`src/rtl/sfm_pkg.sv`:
```
// Shared softmax types and BF16 constants used by the normalisation stage.
package sfm_pkg;

    localparam int unsigned BF16_EXP_W = 8;
    localparam int unsigned BF16_MAN_W = 7;
    localparam int unsigned BF16_BIAS  = 127;
    localparam logic [15:0] BF16_QNAN  = 16'h7FC0;

    typedef enum logic [1:0] {
        StIdle,
        StWaitRecip,
        StScaling,
        StDrain
    } norm_state_t;

    typedef struct packed {
        logic busy;
        logic done;
    } norm_flags_t;

endpackage

```
`src/rtl/sfm_bf16_mul.sv`:
```
// Combinational single-lane BF16 multiplier: RNE rounding, flush-to-zero subnormals.
module sfm_bf16_mul
    import sfm_pkg::*;
(
    input  logic [15:0] a_i,
    input  logic [15:0] b_i,
    output logic [15:0] p_o
);

    localparam int unsigned EW = BF16_EXP_W;
    localparam int unsigned MW = BF16_MAN_W;

    logic          sa, sb, s;
    logic [EW-1:0] ea, eb;
    logic [MW-1:0] ma, mb;
    logic          a_nan, b_nan, a_inf, b_inf, a_zero, b_zero;
    logic [15:0]   prod;
    logic [MW-1:0] man_t;
    logic          guard, sticky, rnd;
    logic [8:0]    man_r;
    logic [10:0]   exp_n;

    always_comb begin
        sa = a_i[15];
        sb = b_i[15];
        ea = a_i[14:7];
        eb = b_i[14:7];
        ma = a_i[6:0];
        mb = b_i[6:0];
        s  = sa ^ sb;

        a_nan  = (&ea) & (|ma);
        b_nan  = (&eb) & (|mb);
        a_inf  = (&ea) & ~(|ma);
        b_inf  = (&eb) & ~(|mb);
        a_zero = ~(|ea);
        b_zero = ~(|eb);

        prod = {8'b0, 1'b1, ma} * {8'b0, 1'b1, mb};

        // Product of two 1.x significands lies in [1,4); normalise on bit 15.
        if (prod[15]) begin
            man_t  = prod[14:8];
            guard  = prod[7];
            sticky = |prod[6:0];
        end else begin
            man_t  = prod[13:7];
            guard  = prod[6];
            sticky = |prod[5:0];
        end
        rnd   = guard & (sticky | man_t[0]);
        man_r = {1'b0, 1'b1, man_t} + {8'b0, rnd};

        // 11-bit two's complement: bit 10 set means the result underflowed.
        exp_n = {3'b0, ea} + {3'b0, eb} + {10'b0, prod[15]} + {10'b0, man_r[8]}
              - 11'(BF16_BIAS);

        if (a_nan || b_nan || (a_inf && b_zero) || (b_inf && a_zero)) begin
            p_o = BF16_QNAN;
        end else if (a_inf || b_inf) begin
            p_o = {s, 8'hFF, 7'h00};
        end else if (a_zero || b_zero) begin
            p_o = {s, 15'h0000};
        end else if (exp_n[10] || (exp_n == 11'd0)) begin
            p_o = {s, 15'h0000};
        end else if (exp_n >= 11'd255) begin
            p_o = {s, 8'hFF, 7'h00};
        end else begin
            p_o = {s, exp_n[7:0], man_r[6:0]};
        end
    end

endmodule

```
`src/rtl/sfm_norm_scaler.sv`:
```
// Softmax normalisation: latches the BF16 reciprocal and scales every lane of a
// streamed vector through a globally stalled multiplier pipeline.
module sfm_norm_scaler
    import sfm_pkg::*;
#(
    parameter int unsigned N_LANES  = 4,
    parameter int unsigned MUL_REGS = 2,
    parameter int unsigned LEN_W    = 16
) (
    input  logic                    clk_i,
    input  logic                    rst_i,
    input  logic                    clear_i,
    input  logic                    start_i,
    input  logic [LEN_W-1:0]        len_i,
    input  logic [15:0]             recip_i,
    input  logic                    recip_valid_i,
    input  logic [16*N_LANES-1:0]   in_data_i,
    input  logic                    in_valid_i,
    output logic                    in_ready_o,
    output logic [16*N_LANES-1:0]   out_data_o,
    output logic                    out_valid_o,
    input  logic                    out_ready_i,
    output logic                    busy_o,
    output logic                    done_o
);

    localparam int unsigned DW = 16 * N_LANES;

    norm_state_t       state_q, state_d;
    logic [LEN_W-1:0]  len_q, len_d;
    logic [LEN_W-1:0]  in_cnt_q, in_cnt_d;
    logic [LEN_W-1:0]  out_cnt_q, out_cnt_d;
    logic [15:0]       recip_q, recip_d;
    norm_flags_t       flags_q, flags_d;
    logic [MUL_REGS-1:0] vld_q, vld_d;
    logic [DW-1:0]     data_q [MUL_REGS];
    logic [DW-1:0]     data_d [MUL_REGS];

    logic [DW-1:0]     mul_out;
    logic              pipe_en, in_fire, out_fire, done_d;

    for (genvar k = 0; k < N_LANES; k++) begin : g_lane
        sfm_bf16_mul u_mul (
            .a_i (in_data_i[16*k +: 16]),
            .b_i (recip_q),
            .p_o (mul_out[16*k +: 16])
        );
    end

    assign out_valid_o = vld_q[MUL_REGS-1];
    assign out_data_o  = data_q[MUL_REGS-1];
    assign pipe_en     = ~out_valid_o | out_ready_i;
    assign in_ready_o  = (state_q == StScaling) & pipe_en & (in_cnt_q < len_q);
    assign in_fire     = in_valid_i & in_ready_o;
    assign out_fire    = out_valid_o & out_ready_i;
    assign busy_o      = flags_q.busy;
    assign done_o      = flags_q.done;

    always_comb begin
        state_d   = state_q;
        len_d     = len_q;
        in_cnt_d  = in_cnt_q;
        out_cnt_d = out_cnt_q;
        recip_d   = recip_q;
        done_d    = 1'b0;

        unique case (state_q)
            StIdle: begin
                if (start_i) begin
                    if (len_i == '0) begin
                        done_d = 1'b1;
                    end else begin
                        len_d     = len_i;
                        in_cnt_d  = '0;
                        out_cnt_d = '0;
                        if (recip_valid_i) begin
                            recip_d = recip_i;
                            state_d = StScaling;
                        end else begin
                            state_d = StWaitRecip;
                        end
                    end
                end
            end
            StWaitRecip: begin
                if (recip_valid_i) begin
                    recip_d = recip_i;
                    state_d = StScaling;
                end
            end
            StScaling: begin
                if (in_fire) begin
                    in_cnt_d = in_cnt_q + LEN_W'(1);
                    if (in_cnt_q == len_q - LEN_W'(1)) state_d = StDrain;
                end
            end
            StDrain: ;
            default: state_d = StIdle;
        endcase

        // The last output beat can only arrive after the last input, i.e. in StDrain.
        if (out_fire) begin
            out_cnt_d = out_cnt_q + LEN_W'(1);
            if ((state_q == StDrain) && (out_cnt_q == len_q - LEN_W'(1))) begin
                state_d = StIdle;
                done_d  = 1'b1;
            end
        end

        flags_d.busy = (state_d != StIdle);
        flags_d.done = done_d;
    end

    always_comb begin
        vld_d  = vld_q;
        data_d = data_q;
        if (pipe_en) begin
            vld_d[0]  = in_fire;
            data_d[0] = mul_out;
            for (int i = 1; i < MUL_REGS; i++) begin
                vld_d[i]  = vld_q[i-1];
                data_d[i] = data_q[i-1];
            end
        end
    end

    always_ff @(posedge clk_i) begin
        if (rst_i || clear_i) begin
            state_q   <= StIdle;
            len_q     <= '0;
            in_cnt_q  <= '0;
            out_cnt_q <= '0;
            recip_q   <= '0;
            flags_q   <= '0;
            vld_q     <= '0;
            for (int i = 0; i < MUL_REGS; i++) data_q[i] <= '0;
        end else begin
            state_q   <= state_d;
            len_q     <= len_d;
            in_cnt_q  <= in_cnt_d;
            out_cnt_q <= out_cnt_d;
            recip_q   <= recip_d;
            flags_q   <= flags_d;
            vld_q     <= vld_d;
            for (int i = 0; i < MUL_REGS; i++) data_q[i] <= data_d[i];
        end
    end

endmodule

```
`config.mk`:
```
export PLATFORM = sky130hd
export DESIGN_NAME = sfm_norm_scaler
export DESIGN_NICKNAME = d
export VERILOG_FILES = /design/src/rtl/sfm_pkg.sv /design/src/rtl/sfm_bf16_mul.sv /design/src/rtl/sfm_norm_scaler.sv
export SDC_FILE = /design/constraint.sdc
export NUM_CORES = 1
export LEC_CHECK = 0
export ABC_AREA = 0
export CAP_MARGIN = 20
export CELL_PAD_IN_SITES_DETAIL_PLACEMENT = 0
export CELL_PAD_IN_SITES_GLOBAL_PLACEMENT = 1
export CORE_ASPECT_RATIO = 1.5
export CORE_UTILIZATION = 41
export CTS_CLUSTER_DIAMETER = 60
export DETAILED_ROUTE_END_ITERATION = 10
export PLACE_DENSITY_LB_ADDON = 0.15
export SLEW_MARGIN = 20
export SYNTH_ARGS = -nofsm -noshare
export SYNTH_HDL_FRONTEND = slang
export SYNTH_SLANG_ARGS = --single-unit
```
`constraint.sdc`:
```
create_clock -name clk_i -period 11.9 [get_ports clk_i]
set_input_delay 3.57 -clock clk_i [delete_from_list [all_inputs] [get_ports clk_i]]
set_output_delay 3.57 -clock clk_i [all_outputs]
set_load 0.01 [all_outputs]
```
==> results of run 1 <==
==> stage by stage <==
step / setup TNS, ns / worst slack, ns / total power [µW] / hold WS (ns) / cell area (µm²)
after floorplan: 0 / 0.2390 / 1120 / 0.4197 / 21770
after global placement: 0 / 0.1704 / 1343 / 0.4386 / 24450
after detailed placement: -0.1264 / -0.05833 / 1351 / 0.4441 / 24450
after CTS: 0 / 0.4267 / 1955 / 0.4547 / 25030
after global routing: 0 / 0.005841 / 2049 / 0.4707 / 25050
final: 0 / 0.4543 / 1932 / 0.4535 / 25050
==> state kept, by name, indices dropped and copies added (netlist names) <==
signal and cells:
len_q 16, out_data_o 64, in_cnt_q 16, busy_o 1
vld_q 2, recip_q 16, out_cnt_q 16, state_q 2
data_q 64, done_o 1
==> per-layer routing <==
metal  vias up  track usage [%]  wire, µm
li1       9542                -         -
met1      9289            27.30     26210
met2       369            46.93     34910
met3       106            2.013      1703
met4         0            9.740      2364
met5         -                0         0
==> worst max-delay path, delay by kind of cell <==
kind                     cells  cell delay (ns)
buffers and inverters        5             0.86
multiplexers                 1             0.23
AO/OA/AOI/OAI                5             1.19
AND/OR/NAND/NOR             11             3.06
adder cells (fa/ha/maj)      8             2.90
==> path summary, 6_finish.rpt <==
path	startpoint	endpoint	slack, ns	depth (start not counted)
min	out_data_o[20]$_SDFFE_PP0N_	out_data_o[20]$_SDFFE_PP0N_	0.45	2
max reg2reg	recip_q[6]$_SDFFE_PP0P_	data_q[99]$_SDFFE_PP0N_	2.93	34
min reg2reg	out_data_o[20]$_SDFFE_PP0N_	out_data_o[20]$_SDFFE_PP0N_	0.45	2
max	in_data_i[38]	data_q[99]$_SDFFE_PP0N_	0.45	30
==> Yosys cell counts (7+ instances only) <==
master	count	area, µm²
xor2_1	53	464.2
a211oi_1	22	165.2
nand4_1	39	244.0
mux2i_1	46	460.4
xnor2_1	89	779.5
or3_1	29	181.4
nor2b_1	13	81.33
nor4b_1	10	87.58
a211o_1	7	61.31
buf_4	64	480.5
or2_2	17	106.4
nor2_1	174	653.1
o21a_1	18	135.1
clkbuf_1	72	270.3
nor3_1	51	255.2
nor4_1	45	281.5
and3_1	17	106.4
a31oi_1	16	100.1
o211ai_1	23	172.7
inv_1	312	1171
o221a_2	9	101.4
or4_1	20	150.1
a21oi_1	170	850.8
a22oi_1	7	52.55
o41ai_1	7	61.31
o31ai_1	14	105.1
buf_1	9	33.78
nand2_1	299	1122
ha_1	219	2740
o21bai_1	10	75.07
a311oi_1	7	61.31
o211a_1	7	70.07
o311ai_0	9	78.83
nand2b_1	22	137.6
and2_1	132	825.8
fa_1	152	3043
o21ai_0	95	475.5
nand3_1	64	320.3
dfxtp_1	198	3964
a21o_1	22	165.2
==> kinds of logic (layout without fill, tap and decap cells) <==
kind of cell               after synthesis  count (layout)
muxes                                   53              53
DFF                                    198             198
AOI/OAI and AO/OA                      515             515
and+or+nand+nor                        961             961
buffers and inverters                  460             635
adders and majority gates              371             371
xor gates and xnor gates               143             143
other                                    0               1
==> power breakdown <==
part | switching [µW] | total, µW | internal (µW)
combinational | 374 | 653 | 279
sequential | 11.8 | 684 | 672
clock | 308 | 594 | 286
total | 695 | 1930 | 1240
==> layout make-up <==
| type | count | area share, % |
|---|---|---|
| Multi-Input combinational cell | 2043 | 63.37 |
| Sequential cell | 198 | 15.82 |
| Timing Repair Buffer | 290 | 10.39 |
| Inverter | 313 | 4.690 |
| Tap cell | 682 | 3.406 |
| Clock buffer | 20 | 1.783 |
| Clock inverter | 12 | 0.5344 |
| Antenna cell | 1 | 0.009989 |
==> what timing repair did <==
action                                 4_1_cts  5_1_grt
endpoints found under the hold margin        0        0
resized for setup                            0        3
setup endpoints to repair                    0        9
==> impl_metrics.csv, run 1 <==
group,metric,value,unit
clock_tree,clockRootBuffer,"clkbuf_16",
yosys,synth_edf_count,0,
setup_path,cp.arrival,11.80,ns
placed_design,dp_cells,3526,
timing,slew_viol_final,0,
pwr,p_leak,0.01092,µW
yosys,synth_nets,3175,
run_status,status,"completed",
setup_path,cp_common_cell,"fa_1",
timing,fmax,0.08737,GHz
global_route,grt_max_degree,71,
timing,finalCritPeriodShare,96.18,%
setup_path,crit_fanout,8,
clock_tree,cts_tree,"yes",
pwr,ir_drop,0.08909,mV
finish,multi_input_area,15870,µm²
floorplanning,core,52580,µm²
yosys,synth_cell_types,87,
clock_tree,cts_hold_buf,0,
yosys,synth_compound_area_share,15.67,%
drt,route.vias.total,19310,
global_route,antenna_found_initial,0,
yosys,yosysSeqAreaShare,18.21,%
global_route,grt_pass1_vias,19550,
setup_path,setup.worst_path.class,"input pin to flop",
drt,wl_per_cell,18.32,µm
drt,vias_per_cell,5.425,
floorplanning,die_w,190.1,µm
yosys,yosys.area_share.simple,22.16,%
setup_path,critPathLaunchType,"input pin",
yosys,synth-async-reset-ratio,0,%
setup_path,cpMaxStageDelayCell,"clkdlybuf4s50_1",
clock_tree,cts_setup_buffers,0,
setup_path,slowest_delay,0.58,ns
timing,hold_viol,0,
finish,fin_util,47.64,%
drt,ant_nets,0,
yosys,synth_area_per_cell,8.059,µm²
placed_design,hpwl,53080,µm
drt,totalWireLength,65190,µm
floorplanning,initial_core_util,41.40,%
finish,area_growth,15.09,%
clock_tree,clockBufferDepth,2,
yosys,synth_xor_xnor_area_share,5.817,%
clock_tree,cts_buffers,17,
yosys,synthCells,2701,
hold_path,hold_path_class,"flop to flop",
drt,drt_iter0_markers,870,
yosys,synthAdderAreaFrac,26.57,%
clock_tree,clock_sinks,198,
yosys,synthMuxAreaShare,2.529,%
timing,rsz0062_at_grt,"no",
finish,regArea,3964,µm²
drt,first_pass_iters,5,
yosys,synth_top_family_by_area,"adder cells",
timing,maxSlewHeadroom,23.83,%
placed_design,port_buffers,170,
finish,final_cell_mix,"312 x inv_1, 299 x nand2_1, 219 x ha_1",
pwr,power_per_cell_area,77.11,nW/µm²
flow_run,maxCapViolCount,0,
yosys,yosysWarnings,0,
setup_path,cp_data_required_time,12.26,ns
timing,fin_crit,11.45,ns
finish,fin_nets,3337,
yosys,synth_area,21770,µm²
timing,setup_viol,0,
global_route,grt_pass1_wl,104400,µm
setup_path,worst_setup_path_end_kind,"flop",
floorplanning,rows,103,
floorplanning,die-area,54030,µm²
timing,max_slew.worst_pin.slew,1.134,ns
clock_tree,cts_htree_levels,4,
floorplanning,dieHeight,284.2,µm
floorplanning,io_pins,171,
yosys,ys_ff_latch,198,
finish,fillers,5259,
finish,layout-drive-gt1-share,7.337,%
yosys,ys.flop_type,"dfxtp_1",
finish,layout_commonest_cell,"inv_1",
global_route,gr-total-overflow,0,
drt,drcViolationCount,0,
global_route,grt_util_all_layers,24.49,%
timing,fin_skew,0.02352,ns
clock_tree,clk_latency,0.47,ns
placed_design,routabilityCongestion,0.9021,
clock_tree,clk_pin_slew,0.08,ns
finish,stdcell_count,3559,
No activity file was read; power rests on OpenSTA's default activity.
==> run 2: changes to the inputs <==
- MAX_ROUTING_LAYER: not set -> met4
==> run 2 against run 1 <==
  * Critical path depth grew 3
  * First-iteration DRC count grew 0.57%
  * Cell area shrank 0.22%
  * Wire length shrank 0.59%
  * Register-to-register slack gained 0.24 ns
  * Non-clock buffer count shrank 9
  * Clock skew shrank 0.00065 ns
  * Sequential share of layout area is essentially flat
  * Critical endpoint is now data_q[101]$_SDFFE_PP0N_
  * Core utilization shrank 0.10 points
  * Combinational power is essentially flat
  * Clock-buffer cell count is the same
  * Clock power grew 3%
==> impl_metrics.csv, run 2 (same netlist as run 1, synthesis figures left out) <==
group,metric,value,unit
timing,rsz0062_at_grt,"no",
hold_path,hold_path_class,"flop to flop",
clock_tree,cts_htree_levels,4,
timing,max_slew.worst_pin.slew,1.124,ns
setup_path,rr_worst_depth,34,
setup_path,cp_common_cell,"fa_1",
clock_tree,cts_buffers,17,
setup_path,critical_path.startpoint,"in_data_i[38]",
clock_tree,cts_setup_buffers,0,
floorplanning,core,52580,µm²
finish,final_cell_mix,"312 x inv_1, 299 x nand2_1, 219 x ha_1",
placed_design,placed_area,24380,µm²
clock_tree,clk_latency,0.47,ns
pwr,ir_drop,0.09032,mV
setup_path,cpMaxStageDelayCell,"clkdlybuf4s50_1",
setup_path,slowest_delay,0.57,ns
setup_path,cp.arrival,11.71,ns
drt,drcViolationCount,0,
placed_design,port_buffers,170,
global_route,grt_pass1_wl,104000,µm
global_route,grt_max_degree,62,
global_route,gr-total-overflow,0,
placed_design,hpwl,53000,µm
finish,n_antenna_cell,0,
drt,ant_nets,0,
placed_design,routabilityCongestion,0.9204,
setup_path,critPathLaunchType,"input pin",
timing,fin_crit,11.37,ns
clock_tree,ctsResizeCount,0,
setup_path,r2r-end,"data_q[101]$_SDFFE_PP0N_",
floorplanning,die_w,190.1,µm
setup_path,r2r-start,"recip_q[5]$_SDFFE_PP0P_",
placed_design,dp_cells,3517,
timing,hold_viol,0,
clock_tree,cts_hold_buf,0,
setup_path,setup.worst_path.class,"input pin to flop",
finish,layout_commonest_cell,"inv_1",
timing,fmax,0.08794,GHz
timing,fin_skew,0.02286,ns
global_route,grt_util_all_layers,25.04,%
pwr,power_per_cell_area,77.90,nW/µm²
clock_tree,clock_sinks,198,
drt,route.vias.total,19200,
floorplanning,initial_core_util,41.40,%
clock_tree,clockRootBuffer,"clkbuf_16",
global_route,grt_util_met1,26.77,%
clock_tree,cts_tree,"yes",
finish,stdcell_count,3549,
pwr,total_power,1947,µW
floorplanning,io_pins,171,
setup_path,worst_setup_path_end_kind,"flop",
floorplanning,rows,103,
timing,maxSlewHeadroom,24.35,%
flow_run,maxCapViolCount,0,
setup_path,crit_end,"data_q[101]$_SDFFE_PP0N_",
setup_path,crit_family,"adder cells",
global_route,antenna_found_initial,0,
setup_path,r2r_setup_slack,3.17,ns
drt,first_pass_iters,5,
setup_path,cp_data_required_time,12.24,ns
floorplanning,dieHeight,284.2,µm
global_route,use_met3,2.198,%
drt,vias_per_cell,5.410,
finish,area_growth,14.84,%
timing,slew_viol_final,0,
drt,drt_iter0_markers,875,
setup_path,critPathBufInv,6,
global_route,gr-usage-met2,47.45,%
finish,fin_nets,3328,
finish,final_area,25000,µm²
clock_tree,clk_pin_slew,0.08,ns
finish,layout-drive-gt1-share,7.011,%
global_route,grt.busiest_layer,"met2",
setup_path,critical_path_depth,33,
drt,wl_per_cell,18.26,µm
clock_tree,clockBufferDepth,2,
run_status,status,"completed",
timing,setup_viol,0,
floorplanning,die-area,54030,µm²
pwr,p_leak,0.01089,µW
drt,totalWireLength,64800,µm
timing,finalCritPeriodShare,95.56,%
global_route,grt_pass1_vias,19560,
setup_path,crit_fanout,10,
-- run 2: cell count changes in the layout (fill, tap and decap cells not counted) --
cell        change
xnor2_1         +1
clkinvlp_4      -1
diode_2         -1
bufinv_16       +1
xnor2_2         -1
buf_4           -9
-- run 2: layer usage --
layer,wire (µm),share of wire (%)
met2,35270,54
met3,1469,2.3
met1,26100,40
met4,1956,3.0
met5,0,0
-- run 2: cell type report --
type	instances	area, µm²
clock buffers	20	446.7
clock inverters	12	156.4
fillers	5296	27580
inverters	313	1175
multi-input cells	2043	15870
flip-flops and latches	198	3964
well taps	682	853.3
repair buffers	281	2535
-- run 2: where the power goes --
group	internal, µW	leakage (µW)	switching [µW]
logic	276	0.00899	373
clock network	307	0.000294	307
registers	672	0.00160	11.7
-- run 2: how the worst min path moves through the flow --
stage,startpoint,end,slack [ns],cells after the start
3_3_place_gp,out_data_o[48]$_SDFFE_PP0N_,out_data_o[48]$_SDFFE_PP0N_,0.44,2
6_report,out_data_o[9]$_SDFFE_PP0N_,out_data_o[9]$_SDFFE_PP0N_,0.45,2
5_1_grt,data_q[114]$_SDFFE_PP0N_,data_q[114]$_SDFFE_PP0N_,0.47,2
3_5_place_dp,out_data_o[25]$_SDFFE_PP0N_,out_data_o[25]$_SDFFE_PP0N_,0.44,2
4_1_cts,out_data_o[25]$_SDFFE_PP0N_,out_data_o[25]$_SDFFE_PP0N_,0.45,2
2_1_floorplan,data_q[100]$_SDFFE_PP0N_,data_q[100]$_SDFFE_PP0N_,0.42,2
-- run 2: tightest hold or removal path, stage by stage (launching register included) --
cell and delay, ns:
dfxtp_1 0.31, nand2_1 0.05, a21oi_1 0.05
-- run 2: per-stage QoR --
| step | hold WS (ns) | util (%) | TNS (ns) | setup WS [ns] |
|---|---|---|---|---|
| 6_report | 0.4513 | 47.54 | 0 | 0.5284 |
| 5_1_grt | 0.4688 | 47.54 | 0 | 0.04286 |
| 4_1_cts | 0.4537 | 47.52 | 0 | 0.4203 |
| 3_5_place_dp | 0.4420 | 46.37 | -0.04848 | -0.04848 |
| 3_3_place_gp | 0.4401 | 46.37 | 0 | 0.1983 |
| 2_1_floorplan | 0.4197 | - | 0 | 0.2390 |
